`config.mk`:
```
export PLATFORM = sky130hd
export DESIGN_NAME = lsu
export DESIGN_NICKNAME = d
export VERILOG_FILES = /design/src/rtl/lsu.sv
export SDC_FILE = /design/constraint.sdc
export NUM_CORES = 1
export LEC_CHECK = 0
export BUFFER_PORTS_ARGS = -buffer_cell sky130_fd_sc_hd__buf_4
export CORE_AREA = 2 2 96 98
export DETAILED_ROUTE_END_ITERATION = 7
export DIE_AREA = 0 0 98 100
export HOLD_SLACK_MARGIN = 0.08
export MAX_ROUTING_LAYER = met4
export PLACE_DENSITY_LB_ADDON = 0.1
export REMOVE_ABC_BUFFERS = 1
export SLEW_MARGIN = 40
export SYNTH_ARGS = -nofsm -noshare
export SYNTH_HDL_FRONTEND = slang
export SYNTH_SLANG_ARGS = --single-unit
```
`constraint.sdc`:
```
create_clock -name i_clk -period 2.5 [get_ports i_clk]
set_clock_uncertainty 0.1 [all_clocks]
set_input_delay 0.25 -clock i_clk [delete_from_list [all_inputs] [get_ports i_clk]]
set_output_delay 0.25 -clock i_clk [all_outputs]
set_load 0.1 [all_outputs]
```
`src/rtl/lsu.sv`:
```
// Load/store unit: address generation, store lane/mask formatting and one-cycle load return.
// Build option LSU_RESERVED_GUARD_EN blocks writes into the reserved address region.
package lsu_pkg;

    localparam int unsigned LSU_PKG_ADDR_W = 32;

    typedef enum logic [4:0] {
        OP_ADD  = 5'd0,
        OP_SUB  = 5'd1,
        OP_AND  = 5'd2,
        OP_OR   = 5'd3,
        OP_XOR  = 5'd4,
        OP_SLL  = 5'd5,
        OP_SRL  = 5'd6,
        OP_SRA  = 5'd7,
        OP_SLT  = 5'd8,
        OP_SLTU = 5'd9,
        OP_LB   = 5'd10,
        OP_LH   = 5'd11,
        OP_LW   = 5'd12,
        OP_LBU  = 5'd13,
        OP_LHU  = 5'd14,
        OP_SB   = 5'd15,
        OP_SH   = 5'd16,
        OP_SW   = 5'd17
    } operator_e;

    typedef enum logic [1:0] {
        REG_PROGRAM  = 2'd0,
        REG_DMEM     = 2'd1,
        REG_PERIPH   = 2'd2,
        REG_RESERVED = 2'd3
    } region_e;

    typedef struct packed {
        logic [31:0] operand_a;
        logic [31:0] operand_b;
        operator_e   instr;
        logic [4:0]  rd_addr;
        logic        fwd_en;
        logic        valid;
        logic [31:0] store_data;
    } agu_issue_s;

    // wb_* carry the stage-2 destination info registered alongside the load operator.
    typedef struct packed {
        logic [LSU_PKG_ADDR_W-1:0] p_addr;
        logic [31:0]               p_wdata;
        logic [31:0]               p_rdata;
        logic [3:0]                p_bytemask;
        logic                      p_wren;
        logic [4:0]                wb_rd_addr;
        logic                      wb_fwd_en;
        logic                      wb_valid;
    } o_lsu_s;

endpackage

module lsu
    import lsu_pkg::*;
#(
    parameter int unsigned LSU_ADDR_W = 32  // 3..32
) (
    input  logic        i_clk,
    input  logic        i_rst,
    input  agu_issue_s  i_funct_data,
    input  logic [31:0] i_p_rdata,
    output o_lsu_s      o_store_data
);

`ifdef LSU_RESERVED_GUARD_EN
    localparam logic RSV_GUARD = 1'b1;
`else
    localparam logic RSV_GUARD = 1'b0;
`endif

    logic [LSU_ADDR_W-1:0] addr_s;
    region_e               region_s;
    logic [3:0]            bytemask_s;
    logic [31:0]           wdata_s;
    logic                  is_store_s;
    logic                  wren_s;
    logic [31:0]           rdata_s;

    operator_e             op_d,    op_q;
    logic [4:0]            rd_d,    rd_q;
    logic                  fwd_d,   fwd_q;
    logic                  valid_d, valid_q;

    assign addr_s = i_funct_data.operand_a[LSU_ADDR_W-1:0]
                  + i_funct_data.operand_b[LSU_ADDR_W-1:0];

    // Region decode from the top address bits.
    always_comb begin
        region_s = REG_PROGRAM;
        if (!addr_s[LSU_ADDR_W-1]) begin
            region_s = REG_PROGRAM;
        end else if (!addr_s[LSU_ADDR_W-2]) begin
            region_s = REG_DMEM;
        end else if (!addr_s[LSU_ADDR_W-3]) begin
            region_s = REG_PERIPH;
        end else begin
            region_s = REG_RESERVED;
        end
    end

    // Byte mask and store lane formatting, driven by the operator only.
    always_comb begin
        bytemask_s = 4'b0000;
        wdata_s    = 32'h0000_0000;
        is_store_s = 1'b0;
        case (i_funct_data.instr)
            OP_LW, OP_SW:         bytemask_s = 4'b1111;
            OP_LH, OP_LHU, OP_SH: bytemask_s = 4'b0011;
            OP_LB, OP_LBU, OP_SB: bytemask_s = 4'b0001;
            default:              bytemask_s = 4'b0000;
        endcase
        case (i_funct_data.instr)
            OP_SW: begin
                wdata_s    = i_funct_data.store_data;
                is_store_s = 1'b1;
            end
            OP_SH: begin
                wdata_s    = {16'h0000, i_funct_data.store_data[15:0]};
                is_store_s = 1'b1;
            end
            OP_SB: begin
                wdata_s    = {24'h00_0000, i_funct_data.store_data[7:0]};
                is_store_s = 1'b1;
            end
            default: begin
                wdata_s    = 32'h0000_0000;
                is_store_s = 1'b0;
            end
        endcase
    end

    assign wren_s = i_funct_data.valid & is_store_s
                  & ~(RSV_GUARD & (region_s == REG_RESERVED));

    // Next-state for stage 2: invalid slots collapse to ADD so no load formatting occurs.
    always_comb begin
        op_d    = OP_ADD;
        rd_d    = i_funct_data.rd_addr;
        fwd_d   = i_funct_data.fwd_en;
        valid_d = i_funct_data.valid;
        if (i_funct_data.valid) begin
            op_d = i_funct_data.instr;
        end else begin
            op_d = OP_ADD;
        end
    end

    // Stage-2 registers.
    always_ff @(posedge i_clk) begin
        if (i_rst) begin
            op_q    <= OP_ADD;
            rd_q    <= 5'd0;
            fwd_q   <= 1'b0;
            valid_q <= 1'b0;
        end else begin
            op_q    <= op_d;
            rd_q    <= rd_d;
            fwd_q   <= fwd_d;
            valid_q <= valid_d;
        end
    end

    // Load data formatting from the low lanes of the returned word.
    always_comb begin
        rdata_s = 32'h0000_0000;
        case (op_q)
            OP_LB:   rdata_s = {{24{i_p_rdata[7]}}, i_p_rdata[7:0]};
            OP_LBU:  rdata_s = {24'h00_0000, i_p_rdata[7:0]};
            OP_LH:   rdata_s = {{16{i_p_rdata[15]}}, i_p_rdata[15:0]};
            OP_LHU:  rdata_s = {16'h0000, i_p_rdata[15:0]};
            OP_LW:   rdata_s = i_p_rdata;
            default: rdata_s = 32'h0000_0000;
        endcase
    end

    // Output bundle assembly.
    always_comb begin
        o_store_data            = '0;
        o_store_data.p_addr     = LSU_PKG_ADDR_W'(addr_s);
        o_store_data.p_wdata    = wdata_s;
        o_store_data.p_rdata    = rdata_s;
        o_store_data.p_bytemask = bytemask_s;
        o_store_data.p_wren     = wren_s;
        o_store_data.wb_rd_addr = rd_q;
        o_store_data.wb_fwd_en  = fwd_q;
        o_store_data.wb_valid   = valid_q;
    end

endmodule

```
After elaboration in Yosys (flattened, before gate mapping). Memory sizes are Yosys's and may differ from the RTL's. Cells that the tools add are included.

Add/sub/neg operators: 1. $mul: 0. Divide/modulo/power cells: 0. Order comparisons: 0. Eq/ne operators: 8. Shift operators: 0. Mux-type cells: 3. Bitwise gates (word level): 2. Reduce and logical (&&, ||, !) cells: 2.

Operators with widths (count): $pmux 32 s5 (1); $pmux 32 s3 (1); $add 32x32->32 (1); $eq 5x4->1 const B (6); $eq 5x5->1 const B (2); $reduce_or 3->1 (1); $reduce_or 2->1 (1); $and 1x1->1 (1); $mux 1 (1); $not 1->1 (1).

Bits in registers: 12. Bits in latches: 0. RAM bits: 0. ROM bits: 128. Input port bits: 142. Output and inout port bits: 108. Logic and storage cells: 21. Memories kept: 1.

Memories: (no name shown) (words 32, bits a word 4, rd ports 1, clocked after memory_dff 0, wr ports 0, RTL line 112) `case (i_funct_data.instr)`.

Longest topological paths before layout. Gate-level depths: netlist of the first run.

Depth in word-level cells: 4. Mapped depth: 9. Gate-level depth less buffers: 8.

Worst setup path after synthesis of the first run. OpenSTA, ideal clock, no wires.

Path kind: in2out. From: input i_funct_data[57] (netlist name). To: output o_store_data[103] (netlist name). Arrival time: 3.733 ns. Data required time: 2.150 ns. Slack: -1.583 ns. Stages: 7. Buffers on the path: 0. Path through: ha_1 > nand2_1 > o21ai_0 > o211ai_1 > a21oi_1 > nor4_1 > a311oi_1.

RTL lines: start, declared (RTL line 66) `input agu_issue_s i_funct_data,`; end, declared (RTL line 68) `output o_lsu_s o_store_data`.

==> results of run 1 <==
layout by cell type, fill, tap and decap left out, drive strengths merged, types with 8 or more instances in the layout:
cell type,instances
a211oi,10
a21o,35
and3,29
buf,358
o21ai,20
nand2,28
xor2,10
and2,24
ha,31
nand3,8
nor3,13
a21oi,36
nor2,21
xnor2,18
nor2b,9
nand2b,8
dfxtp,12
routing by layer:
metal  wire length [microns]  part of all wire (%)  track usage, %  vias up
li1                        -                     -               -     2165
met2                    7430                    53            49.1      150
met1                    5480                    39            31.3     2019
met3                     941                   6.7            3.48       26
met4                     281                   2.0            4.17        0
met5                       0                     0               -        -
per-stage QoR:
step | cells | setup slack [ns]
finish | 852 | -0.340
global route | 852 | -0.408
CTS | 841 | -0.353
detailed placement | 834 | -0.643
global placement | 834 | -0.602
floorplan | 379 | -1.58
cells in the mapped netlist (all sizes together), types with 2 or more instances:
library cell	instances	area share, %
and4	3	1.0
nor3	13	2.3
nor2b	9	2.0
nand4	2	0.44
mux2i	2	0.70
nand2	28	3.7
o211ai	6	1.6
dfxtp	12	8.4
clkbuf	9	1.2
inv	5	0.66
or2	3	0.66
and2	24	5.3
nor2	21	2.8
a21boi	3	0.79
nor4	4	0.88
xor2	10	3.1
o32ai	2	0.61
buf	9	2.1
a211oi	10	2.6
a21oi	36	6.6
a31oi	4	1.1
and3	29	6.4
a21o	35	9.3
nand2b	8	1.8
xnor2	18	5.5
ha	31	14
o21a	3	0.79
o21bai	6	1.6
nand3	8	1.4
o31ai	4	1.2
nand3b	2	0.53
o22ai	2	0.44
o21ai	20	3.5
a311oi	2	0.61
worst max-delay path by stage:
stage | cells past startpoint | from | to | slack [ns]
floorplan | 7 | i_funct_data[57] | o_store_data[103] | -1.58
global placement | 10 | i_funct_data[44] | o_store_data[96] | -0.60
detailed placement | 10 | i_funct_data[44] | o_store_data[96] | -0.64
CTS | 10 | i_funct_data[76] | o_store_data[88] | -0.35
global route | 10 | i_funct_data[76] | o_store_data[88] | -0.41
finish | 10 | i_funct_data[76] | o_store_data[88] | -0.34
kinds of logic after synthesis:
logic type | after synthesis | synth area share, %
buffers and inverters | 23 | 3.95
DFF | 12 | 8.43
xor gates and xnor gates | 28 | 8.61
and+or+nand+nor | 158 | 30.3
muxes | 2 | 0.703
adders and majority gates | 32 | 14.3
AOI/OAI and AO/OA | 142 | 33.6
flip-flops by register name (all words and copies together) (netlist names):
signal	flops
op_q	5
rd_q	5
fwd_q	1
valid_q	1
area by class of cell:
cell class | count | area [sq um]
Tap cell | 111 | 139
Multi-Input combinational cell | 362 | 3070
Clock buffer | 4 | 55.1
Timing Repair Buffer | 358 | 2870
Sequential cell | 12 | 240
Fill cell | 729 | 2500
Inverter | 5 | 18.8
power by group through the flow:
stage               Combinational (mW)  Sequential (mW)  Clock (mW)
floorplan                         1.44            0.252           0
global placement                  2.15            0.208           0
detailed placement                2.16            0.209           0
CTS                               2.32            0.205       0.211
global route                      2.64            0.206       0.216
finish                            2.53            0.205       0.207
worst max-delay path, cell delays in order:
cell and delay [ns]:
buf_6 0.10, ha_4 0.15, fa_2 0.35, a21o_4 0.23, a221o_1 0.31, a311o_2 0.40, a21o_1 0.17, a21oi_2 0.13
xnor2_1 0.14, buf_6 0.25
what timing repair did:
action | in CTS | in global routing
setup buffers | 3 | 14
endpoints found under the setup margin | 24 | 24
pin swaps | 19 | 44
cloned | 0 | 0
resized for setup | 65 | 80
hold buffers | 0 | 0
==> flow_summary.yaml, run 1 <==
sta:
  finalMaxSlewViolations: 0
  period_minus_slack_ns: 2.84
  holdWs_ns: 0.119
  finalHoldViolCount: 0
  tightest_slew_ns: 0.599
  final.setup.tns_ns: -3.95
  slew_headroom_pct: 59.7
  fmax_ghz: 0.352
  setup_ws_ns: -0.340
  min_period_over_period_pct: 114
  setup_viol: 21
  rsz0062_at_grt: "yes"
place:
  gp_congestion: 0.864
  placed_area_sq_um: 5480
  port_buffers: 249
  hpwlAfterDp_microns: 11700
floorplanning:
  dieArea_sq_um: 9800
  io_pins: 250
  fp.dieW_microns: 98
  die_y_microns: 100
  row_count: 35
  core_sq_um: 8890
  start_util_pct: 32.0
synth:
  synth_cell_types: 57
  synthCells: 397
  yosysSeqAreaShare_pct: 8.43
  synthArstFlopShare_pct: 0
  synthFlopType: "dfxtp_1"
  yosys_warnings: 0
  avgSynthCellArea_sq_um: 7.18
  ys_ff_latch: 12
  synth-edff-count: 0
  syn-cell-area_sq_um: 2850
min_path:
  min_from: "i_funct_data[33]"
  hold_path.class: "input port to flop"
  min_path_cells: 2
  min_to: "fwd_q$_SDFF_PP0_"
critical_path:
  arrival_ns: 2.49
  crit_type: "input port to output pin"
  endpoint_kind: "output pin"
  setup.worst_path.start_class: "input port"
  path_max_fanout: 3
  cp.required_ns: 2.15
power_and_ir_drop:
  pwr-share-comb_pct: 86.0
  clockPowerShare_pct: 7.0
  power_leakage_nw: 3.37
  power_frac_seq_pct: 7.0
  net-switching-power_mw: 1.69
  cellPowerDensity_nw_per_um2: 460
  ir_worst_vdd_mv: 0.580
  p_sw_share_pct: 57.3
  internal_power_mw: 1.26
  power.total_mw: 2.94
route:
  wl_per_cell_microns: 16.6
  routed_wirelength_microns: 14100
  drtIter0Drc: 151
  viasPerCell: 5.12
  first_pass_iters: 4
  drc_errors: 0
  vias: 4360
  postRouteAntennaNets: 0
layout:
  layout-drive-gt1-share_pct: 58.8
  finish.utilization_pct: 71.9
  n_antenna_cell: 0
  design_area_sq_um: 6390
  syn_to_final_growth_pct: 124
  final_nets: 916
clocking:
  clock-root-buffer: "clkbuf_8"
  clkTransAtPathRegs_ns: 0.05
  clkSinkCount: 12
  cts_max_level: 1
  cts_buffer_depth: 2
  numCtsBuffers: 3
  cts_tree: "done"
run_status:
  violations: "setup timing"
  status: "finished with violations"
global_routing:
  grtUsageTotal_pct: 26.6
  grt_pass1_wl_microns: 20600
  antenna_found_initial: 0
  grt_max_degree: 22
  grt_pass1_vias: 4187
  grt_overflow: 0
run:
  cap_violations: 0
No activity file was read; power rests on OpenSTA's default activity.
==> inputs of run 2 (changes only) <==
--- a/config.mk
+++ b/config.mk
@@ -6,9 +6,9 @@
 export NUM_CORES = 1
 export LEC_CHECK = 0
 export BUFFER_PORTS_ARGS = -buffer_cell sky130_fd_sc_hd__buf_4
-export CORE_AREA = 2 2 96 98
+export CORE_AREA = 2 2 131 69
 export DETAILED_ROUTE_END_ITERATION = 7
-export DIE_AREA = 0 0 98 100
+export DIE_AREA = 0 0 133 71
 export HOLD_SLACK_MARGIN = 0.08
 export MAX_ROUTING_LAYER = met4
 export PLACE_DENSITY_LB_ADDON = 0.1
==> run 2 against run 1 <==
Against the previous run: the flow still finishes with violations (setup timing); non-clock buffer count is 11 higher; first-iteration DRC count grew to 3.1 times the previous value; maximum frequency is 0.59% higher; power grew 7.1%; critical endpoint unchanged; wire length increased by 8.9%; die area down 3.6%; critical path depth unchanged.
==> flow_summary.yaml, run 2 (synthesized netlist as in run 1, its figures left out) <==
run_status:
  status: "finished with violations"
  violations: "setup timing"
critical_path:
  endpoint_kind: "output pin"
  arrival_ns: 2.47
  critical_path.startpoint: "i_funct_data[76]"
  path_cells: "buf_6 > ha_4 > fa_2 > a21o_4 > a221o_1 > a311o_2 > a21o_1 > a21oi_2 > xnor2_1 > buf_6"
  slowest_stage: "fa_2"
  critPathMaxStageDelay_ns: 0.36
  cp.required_ns: 2.15
  crit_family: "compound AO/OA/AOI/OAI gates"
  path_buf_inv: 2
  path_max_fanout: 3
  crit_type: "input port to output pin"
  critical_path_cell_count: 10
  path_common_cell: "buf_6"
  setup.worst_path.start_class: "input port"
global_routing:
  antenna_found_initial: 1
  grtUsageTotal_pct: 30.8
  grt_overflow: 0
  grt_max_degree: 22
  grt_pass1_wl_microns: 22500
  grt_pass1_vias: 4287
layout:
  top_regs: "op_q x5, rd_q x5"
  mostFrequentLayoutCells: "327 x buf_4, 37 x buf_6, 34 x a21o_1"
  final_cell_count_no_fill: 870
  layout-drive-gt1-share_pct: 61.6
  final_nets: 927
  design_area_sq_um: 6610
  layout_commonest_cell: "buf_4"
  syn_to_final_growth_pct: 132
route:
  postRouteAntennaNets: 0
  drtIter0Drc: 469
  viasPerCell: 5.27
  vias: 4582
  drc_errors: 0
  first_pass_iters: 5
  wl_per_cell_microns: 17.7
  routed_wirelength_microns: 15400
min_path:
  min_to: "rd_q[2]$_SDFF_PP0_"
  min_path_cells: 2
  hold_path.class: "input port to flop"
  min_from: "i_funct_data[36]"
sta:
  finalHoldViolCount: 0
  slew_headroom_pct: 61.8
  setup_ws_ns: -0.323
  setup_viol: 18
  fmax_ghz: 0.354
  rsz0062_at_grt: "yes"
  holdWs_ns: 0.123
  tightest_slew_ns: 0.572
  period_minus_slack_ns: 2.82
  finalMaxSlewViolations: 0
  min_period_over_period_pct: 113
power_and_ir_drop:
  cellPowerDensity_nw_per_um2: 477
  power_leakage_nw: 3.46
  ir_worst_vdd_mv: 0.401
floorplanning:
  dieArea_sq_um: 9440
  die_y_microns: 71
  core_sq_um: 8380
  io_pins: 250
  fp.dieW_microns: 133
  row_count: 24
  start_util_pct: 34.0
clocking:
  cts_buffer_depth: 2
  cts_max_level: 1
  clkSinkCount: 12
  clkTransAtPathRegs_ns: 0.04
  clock-root-buffer: "clkbuf_16"
  cts_tree: "done"
  numCtsBuffers: 3
  postCtsHoldBufs: 0
place:
  port_buffers: 249
  placed_cells: 846
  gp_congestion: 1.01
  pre_cts_slack_ns: -0.716
  placed_area_sq_um: 5530
  hpwlAfterDp_microns: 12100
run:
  cap_violations: 0
==> run 2: changes by cell type in the layout (fill, tap and decap cells not counted), sizes merged <==
cell,before,now
buf,358,369
diode,0,1
==> run 2: timing repair <==
item                                    4_1_cts  5_1_grt
setup buffers                                15        5
endpoints found under the setup margin       23       23
pin swaps                                    40       39
resized for setup                           104       60
==> run 2: cell type report <==
class	instances	area, sq um
antenna	1	2.50
clock buffer	4	88.8
fill	609	1770
inverter	5	18.8
multi-input combinational	362	3150
sequential	12	240
tap	117	146
timing repair buffer	369	2960
==> run 2: metrics by stage <==
stage | TNS (ns) | util, % | total power, mW
global route | -4.64 | 78.9 | 3.26
detailed placement | -9.52 | 66.0 | 2.41
CTS | -3.21 | 74.7 | 2.98
floorplan | -26.58 | - | 1.69
finish | -3.19 | 78.9 | 3.15
global placement | -8.87 | 66.0 | 2.40
==> run 2: metal layers <==
| metal | wire length, microns | vias to the layer above | global-route usage, % |
|---|---|---|---|
| met1 | 6880 | 2136 | 42.0 |
| met4 | 152 | 0 | 4.66 |
| met5 | 0 | - | - |
| li1 | - | 2193 | - |
| met3 | 1430 | 18 | 6.24 |
| met2 | 6920 | 235 | 48.1 |
==> run 2: worst max path at each step <==
stage and end:
6_report o_store_data[88], 5_1_grt o_store_data[102], 4_1_cts o_store_data[88], 3_5_place_dp o_store_data[98], 3_3_place_gp o_store_data[98], 2_1_floorplan o_store_data[103]
==> run 2: power breakdown <==
group | total [mW] | leakage, nW | switching (mW) | internal (mW)
registers | 0.205 | 0.0994 | 0.00394 | 0.201
clock network | 0.328 | 0.0442 | 0.0863 | 0.242
logic | 2.62 | 3.32 | 1.68 | 0.934
